## src/rtl/border_collision_if.sv

```systemverilog
// ---------------------------------------------------------------------------
// border_collision_if
//   Bundles the per-pixel overlap flags, the frame marker, the acknowledge
//   handshake and the hit report of border_collision.
//
//   Signals
//     startOfFrame         single-cycle pulse on the first pixel of a frame
//     draw_ball            ball object covers the current pixel
//     draw_*_boarder       current pixel lies on the top/bottom/left/right border
//     collision_ack        ball controller consumed the reported hit
//     hit_valid            a frame hit is reported and held until acknowledged
//     hit_dir[3:0]         hit sides {top,bottom,left,right}
//     hit_count[7:0]       total reported hits, saturating at 255
//
//   Modports
//     master  drives the pixel flags and ack, observes the report
//     slave   the collision detector itself
// ---------------------------------------------------------------------------
interface border_collision_if;
    logic       startOfFrame;
    logic       draw_ball;
    logic       draw_top_boarder;
    logic       draw_bottom_boarder;
    logic       draw_left_boarder;
    logic       draw_right_boarder;
    logic       collision_ack;
    logic       hit_valid;
    logic [3:0] hit_dir;
    logic [7:0] hit_count;

    modport master (
        output startOfFrame, draw_ball,
               draw_top_boarder, draw_bottom_boarder,
               draw_left_boarder, draw_right_boarder,
               collision_ack,
        input  hit_valid, hit_dir, hit_count
    );

    modport slave (
        input  startOfFrame, draw_ball,
               draw_top_boarder, draw_bottom_boarder,
               draw_left_boarder, draw_right_boarder,
               collision_ack,
        output hit_valid, hit_dir, hit_count
    );
endinterface

```

## src/rtl/border_collision.sv

```systemverilog
// ---------------------------------------------------------------------------
// border_collision
//   Accumulates ball/border overlaps over a video frame and, at the frame
//   boundary, reports which borders were touched. The report is held until
//   the ball controller acknowledges it, after which COOLDOWN_FRAMES frame
//   boundaries are ignored before collection resumes.
//
//   Parameters
//     COOLDOWN_FRAMES  frames ignored after an acknowledged hit (0..15)
//
//   Ports
//     clk      pixel clock
//     resetN   asynchronous, active-low reset
//     bus      border_collision_if.slave (pixel flags, ack, hit report)
// ---------------------------------------------------------------------------
module border_collision #(
    parameter int unsigned COOLDOWN_FRAMES = 2
) (
    input  logic                      clk,
    input  logic                      resetN,
    border_collision_if.slave         bus
);

    typedef enum logic [1:0] {
        COLLECT  = 2'd0,
        REPORT   = 2'd1,
        COOLDOWN = 2'd2
    } state_t;

    localparam logic [3:0] CD_LOAD = 4'(COOLDOWN_FRAMES);

    state_t     state_q,     state_d;
    logic [3:0] pending_q,   pending_d;
    logic [3:0] cd_q,        cd_d;
    logic       hit_valid_q, hit_valid_d;
    logic [3:0] hit_dir_q,   hit_dir_d;
    logic [7:0] hit_count_q, hit_count_d;
    logic [3:0] sample;

    always_ff @(posedge clk or negedge resetN) begin
        if (!resetN) begin
            state_q     <= COLLECT;
            pending_q   <= 4'b0000;
            cd_q        <= 4'd0;
            hit_valid_q <= 1'b0;
            hit_dir_q   <= 4'b0000;
            hit_count_q <= 8'd0;
        end else begin
            state_q     <= state_d;
            pending_q   <= pending_d;
            cd_q        <= cd_d;
            hit_valid_q <= hit_valid_d;
            hit_dir_q   <= hit_dir_d;
            hit_count_q <= hit_count_d;
        end
    end

    always_comb begin
        // This cycle's overlap, bit order {top,bottom,left,right}
        sample = bus.draw_ball ? {bus.draw_top_boarder,  bus.draw_bottom_boarder,
                                  bus.draw_left_boarder, bus.draw_right_boarder}
                               : 4'b0000;

        state_d     = state_q;
        pending_d   = pending_q;
        cd_d        = cd_q;
        hit_valid_d = hit_valid_q;
        hit_dir_d   = hit_dir_q;
        hit_count_d = hit_count_q;

        unique case (state_q)
            COLLECT: begin
                if (bus.startOfFrame) begin
                    if (pending_q != 4'b0000) begin
                        hit_valid_d = 1'b1;
                        hit_dir_d   = pending_q;
                        if (hit_count_q != 8'hFF) begin
                            hit_count_d = hit_count_q + 8'd1;
                        end
                        // The new frame is not collected while reporting
                        pending_d   = 4'b0000;
                        state_d     = REPORT;
                    end else begin
                        // A sample on the frame-start pixel belongs to the new frame
                        pending_d   = sample;
                    end
                end else begin
                    pending_d = pending_q | sample;
                end
            end

            REPORT: begin
                pending_d = 4'b0000;
                // An ack coinciding with startOfFrame is only an ack; that
                // frame boundary does not count toward the cooldown.
                if (bus.collision_ack) begin
                    hit_valid_d = 1'b0;
                    hit_dir_d   = 4'b0000;
                    cd_d        = CD_LOAD;
                    state_d     = (CD_LOAD == 4'd0) ? COLLECT : COOLDOWN;
                end
            end

            COOLDOWN: begin
                pending_d = 4'b0000;
                if (bus.startOfFrame) begin
                    cd_d = cd_q - 4'd1;
                    if (cd_q <= 4'd1) begin
                        state_d = COLLECT;
                    end
                end
            end

            default: begin
                state_d   = COLLECT;
                pending_d = 4'b0000;
            end
        endcase
    end

    assign bus.hit_valid = hit_valid_q;
    assign bus.hit_dir   = hit_dir_q;
    assign bus.hit_count = hit_count_q;

endmodule

```

## src/flat_wrapper.sv

```systemverilog
// flat-port wrapper written by rule: the top's interface ports become plain ports
module border_collision_flat 
#(
    parameter int unsigned COOLDOWN_FRAMES = 2
)
  (clk, resetN, bus_startOfFrame, bus_draw_ball, bus_draw_top_boarder, bus_draw_bottom_boarder, bus_draw_left_boarder, bus_draw_right_boarder, bus_collision_ack, bus_hit_valid, bus_hit_dir, bus_hit_count);
  border_collision_if bus_i ();
  input  logic clk;
  input  logic resetN;
  input wire logic [$bits(bus_i.startOfFrame)-1:0] bus_startOfFrame;
  input wire logic [$bits(bus_i.draw_ball)-1:0] bus_draw_ball;
  input wire logic [$bits(bus_i.draw_top_boarder)-1:0] bus_draw_top_boarder;
  input wire logic [$bits(bus_i.draw_bottom_boarder)-1:0] bus_draw_bottom_boarder;
  input wire logic [$bits(bus_i.draw_left_boarder)-1:0] bus_draw_left_boarder;
  input wire logic [$bits(bus_i.draw_right_boarder)-1:0] bus_draw_right_boarder;
  input wire logic [$bits(bus_i.collision_ack)-1:0] bus_collision_ack;
  output wire logic [$bits(bus_i.hit_valid)-1:0] bus_hit_valid;
  output wire logic [$bits(bus_i.hit_dir)-1:0] bus_hit_dir;
  output wire logic [$bits(bus_i.hit_count)-1:0] bus_hit_count;
  assign bus_i.startOfFrame = bus_startOfFrame;
  assign bus_i.draw_ball = bus_draw_ball;
  assign bus_i.draw_top_boarder = bus_draw_top_boarder;
  assign bus_i.draw_bottom_boarder = bus_draw_bottom_boarder;
  assign bus_i.draw_left_boarder = bus_draw_left_boarder;
  assign bus_i.draw_right_boarder = bus_draw_right_boarder;
  assign bus_i.collision_ack = bus_collision_ack;
  assign bus_hit_valid = bus_i.hit_valid;
  assign bus_hit_dir = bus_i.hit_dir;
  assign bus_hit_count = bus_i.hit_count;
  border_collision #(.COOLDOWN_FRAMES(COOLDOWN_FRAMES)) u_core (.clk(clk), .resetN(resetN), .bus(bus_i));
endmodule
```

## config.mk

```make
export PLATFORM = sky130hd
export DESIGN_NAME = border_collision_flat
export DESIGN_NICKNAME = d
export VERILOG_FILES = /design/src/rtl/border_collision_if.sv /design/src/rtl/border_collision.sv /design/src/flat_wrapper.sv
export SDC_FILE = /design/constraint.sdc
export NUM_CORES = 1
export LEC_CHECK = 0
export CAP_MARGIN = 20
export CORE_MARGIN = 4
export CORE_UTILIZATION = 50
export CTS_CLUSTER_SIZE = 16
export DETAILED_ROUTE_END_ITERATION = 6
export GPL_TIMING_DRIVEN = 0
export PLACE_DENSITY = 0.77
export SLEW_MARGIN = 20
export SYNTH_ARGS = -nofsm -noshare
export SYNTH_HDL_FRONTEND = slang
export SYNTH_SLANG_ARGS = --single-unit
```

## constraint.sdc

```tcl
create_clock -name clk -period 1.8 [get_ports clk]
set_input_delay 0.18 -clock clk [delete_from_list [all_inputs] [get_ports clk]]
set_output_delay 0.18 -clock clk [all_outputs]
set_load 0.05 [all_outputs]
```

==> results.yml, run 1 <==
global_routing:
  overflow: 0
  grt_start_max_net_pins: 24
  antenna_found_initial: 0
  grt_pass1_wl_um: 3930
  grt_pass1_vias: 892
  grt_usage: 0.155
cts:
  cts_setup_buffers: 0
  path_clk_slew_ns: 0.13
  clockBufferDepth: 2
  cts.sinks: 23
  cts_inserted_buffers: 3
  clock-root-buffer: "clkbuf_4"
  htreeDepth: 1
  clk_latency_ns: 0.32
  cts_tree: "yes"
logic_synthesis:
  synth.largest_area_cell: "dfrtp_1"
  syn-cell-area_um2: 1150
  synth_nets: 124
  synth-seq-cells: 23
  synth_top_cell_area_share: 0.499
  synth_most_common_cell: "dfrtp_1"
  avgSynthCellArea_um2: 10.3
  synthCells: 112
  yosysWarnings: 0
  synth-edff-count: 0
  netlist_top_cells_count: "dfrtp_1, nor2_1, inv_1"
  seq_area_frac_synth: 0.499
  async_reset_ff_frac: 1.00
  ys_top_cells_by_area: "dfrtp_1, xor2_1, a221o_1"
  synth_cell_type_count: 37
  synth_flop_cell: "dfrtp_1"
run:
  drv_cap: 0
routing:
  first_pass_iters: 4
  wl_met1_um: 1100
  route.vias.total: 939
  wl_um: 2340
  first_iter_violations: 16
  ant_nets: 0
  wl_met2_um: 1080
  wire_per_inst_um: 14.1
  top_layer_used: "met4"
  routed_via_density: 5.66
  wl_met3_um: 112
  drcViolationCount: 0
finish:
  drive_gt1_frac: 0.116
  areaGrowthSynthToFinish_pct: 25.5
  fillers: 189
  antenna_cells: 0
  design_area_um2: 1450
  final_nets: 151
die:
  dieArea_um2: 3140
  ios: 22
  start_util: 0.521
  die_w_um: 56.0
  die_h_um: 56.0
  fp-row-count: 17
  fp.coreArea_um2: 2210
placed_design:
  hpwlAfterDp_um: 1730
  place_area_um2: 1400
  globalplace.congestion: 0.790
  io_buffer_count: 21
  post-place-ws_ns: -0.0641
sta:
  worst_pin_slew_ns: 0.515
  slew_viol_final: 0
  whs_ns: 0.349
  max_freq_ghz: 0.573
  timing.final.ws_setup_ns: 0.0535
  timing.final.crit_period_ns: 1.75
  setup_violations: 0
  finalSetupTns_ns: 0
  slew_headroom: 0.656
  hold_viol: 0
  skew_ns: 0.0121
  finalCritPeriodShare: 0.970
  rsz0062_at_grt: "no"
setup_path:
  worst-path-stages: 1
  critPathCaptureType: "primary output"
  required_ns: 1.62
  cp_slowest_cell: "clkdlybuf4s50_1"
  cp_max_fo: 6
  r2r_end: "u_core.bus.hit_count[4]"
  cp_cell_sequence: "clkdlybuf4s50_1"
  critPathBufInv: 1
  r2r-start: "u_core.pending_q[2]"
  cp.arrival_ns: 1.57
  cpPeakStageDelay_ns: 0.81
  reg2reg_depth: 4
  critical-path-top-delay-family: "buffers and inverters"
  r2r_slack_ns: 0.10
  critPathLaunchType: "flop"
  path_class: "flop to primary output"
outcome:
  status: "finished clean"
power_and_ir_drop:
  p_per_area_nw_per_um2: 1620
  p_int_mw: 1.26
  pwr-share-clk: 0.104
  leakagePower_nw: 0.728
  peakVddDrop_mv: 0.968
  seqPwrFrac: 0.370
  switchingPower_mw: 1.08
  p_sw_frac: 0.462
  comb_power_share: 0.527
hold_path:
  hold_class: "input pin to async pin"
[cell usage in the layout (no fill, tap or decap), drive strengths merged, types with 3 or more instances in the layout]
master / instances
a211oi: 4
a21oi: 7
a221o: 4
a22oi: 4
and2: 3
buf: 3
clkbuf: 5
clkdlybuf4s50: 13
dfrtp: 23
dlymetal6s2s: 6
ha: 3
inv: 8
nand2: 5
nand3: 3
nand4: 3
nor2: 11
nor3: 4
xor2: 5
[registers in the layout (all words and copies together), names as in the netlist]
register and cells:
u_core.pending_q 4, u_core.bus.hit_valid 1, u_core.state_q 2, u_core.bus.hit_count 8, u_core.bus.hit_dir 4, u_core.cd_q 4
[logic make-up after synthesis]
group,count (synthesis),share of synthesized area
xor+xnor,5,0.0380
fa+ha+maj,3,0.0325
compound gates,27,0.168
buf+inv,12,0.0466
mux,2,0.0228
simple gates,40,0.193
flops,23,0.499
[metrics by stage]
step	std cells	power (mW)	util
after CTS	165	2.36	0.645
final	166	2.34	0.654
after global routing	166	2.48	0.654
after detailed placement	161	2.13	0.633
after global placement	161	2.09	0.633
after floorplan	112	1.74	-
[cell type report]
type	instances	area (um2)	area share
clock inverter	1	5.00	0.00346
buffer	4	23.8	0.0164
sequential	23	578	0.399
inverter	8	30.0	0.0207
timing repair buffer	22	229	0.158
clock buffer	3	22.5	0.0156
multi-input combinational	77	524	0.362
tap	28	35.0	0.0242
[how the worst max path moves through the flow]
stage	from	end	slack, ns
3_5_place_dp	bus_startOfFrame	u_core.bus.hit_count[7]	-0.06
3_3_place_gp	bus_startOfFrame	u_core.bus.hit_dir[1]	0.02
5_1_grt	u_core.state_q[1]	u_core.bus.hit_count[7]	0.006
6_report	u_core.bus.hit_count[1]	bus_hit_count[1]	0.05
4_1_cts	u_core.bus.hit_count[5]	bus_hit_count[5]	0.01
2_1_floorplan	u_core.bus.hit_count[0]	u_core.bus.hit_count[1]	0.16
[per-layer routing]
metal	GRT usage	vias to the layer above
met2	0.250	25
met3	0.0255	5
li1	-	461
met5	0	-
met4	0.0712	0
met1	0.202	448
[power by group through the flow]
stage / Combinational [mW] / Sequential, mW / Clock [mW]
floorplan: 0.539 / 1.21 / 0
global placement: 1.23 / 0.867 / 0
detailed placement: 1.25 / 0.879 / 0
CTS: 1.25 / 0.867 / 0.251
global route: 1.32 / 0.893 / 0.272
finish: 1.23 / 0.867 / 0.243
[what timing repair did]
item | in CTS | in global routing
endpoints found under the hold margin | 0 | 23
gates cloned | 0 | 0
resized for setup | 1 | 6
setup endpoints to repair | 1 | 6
hold buffers | 0 | 1
Note: power is estimated with default switching activity, not from simulation.
==> run 2, diff against run 1 <==
--- a/config.mk
+++ b/config.mk
@@ -8,7 +8,7 @@
 export CAP_MARGIN = 20
 export CORE_MARGIN = 4
 export CORE_UTILIZATION = 50
-export CTS_CLUSTER_SIZE = 16
+export CTS_CLUSTER_SIZE = 8
 export DETAILED_ROUTE_END_ITERATION = 6
 export GPL_TIMING_DRIVEN = 0
 export PLACE_DENSITY = 0.77
==> results of run 2 <==
Final layout, timing and power as in run 1 (identical DEF).
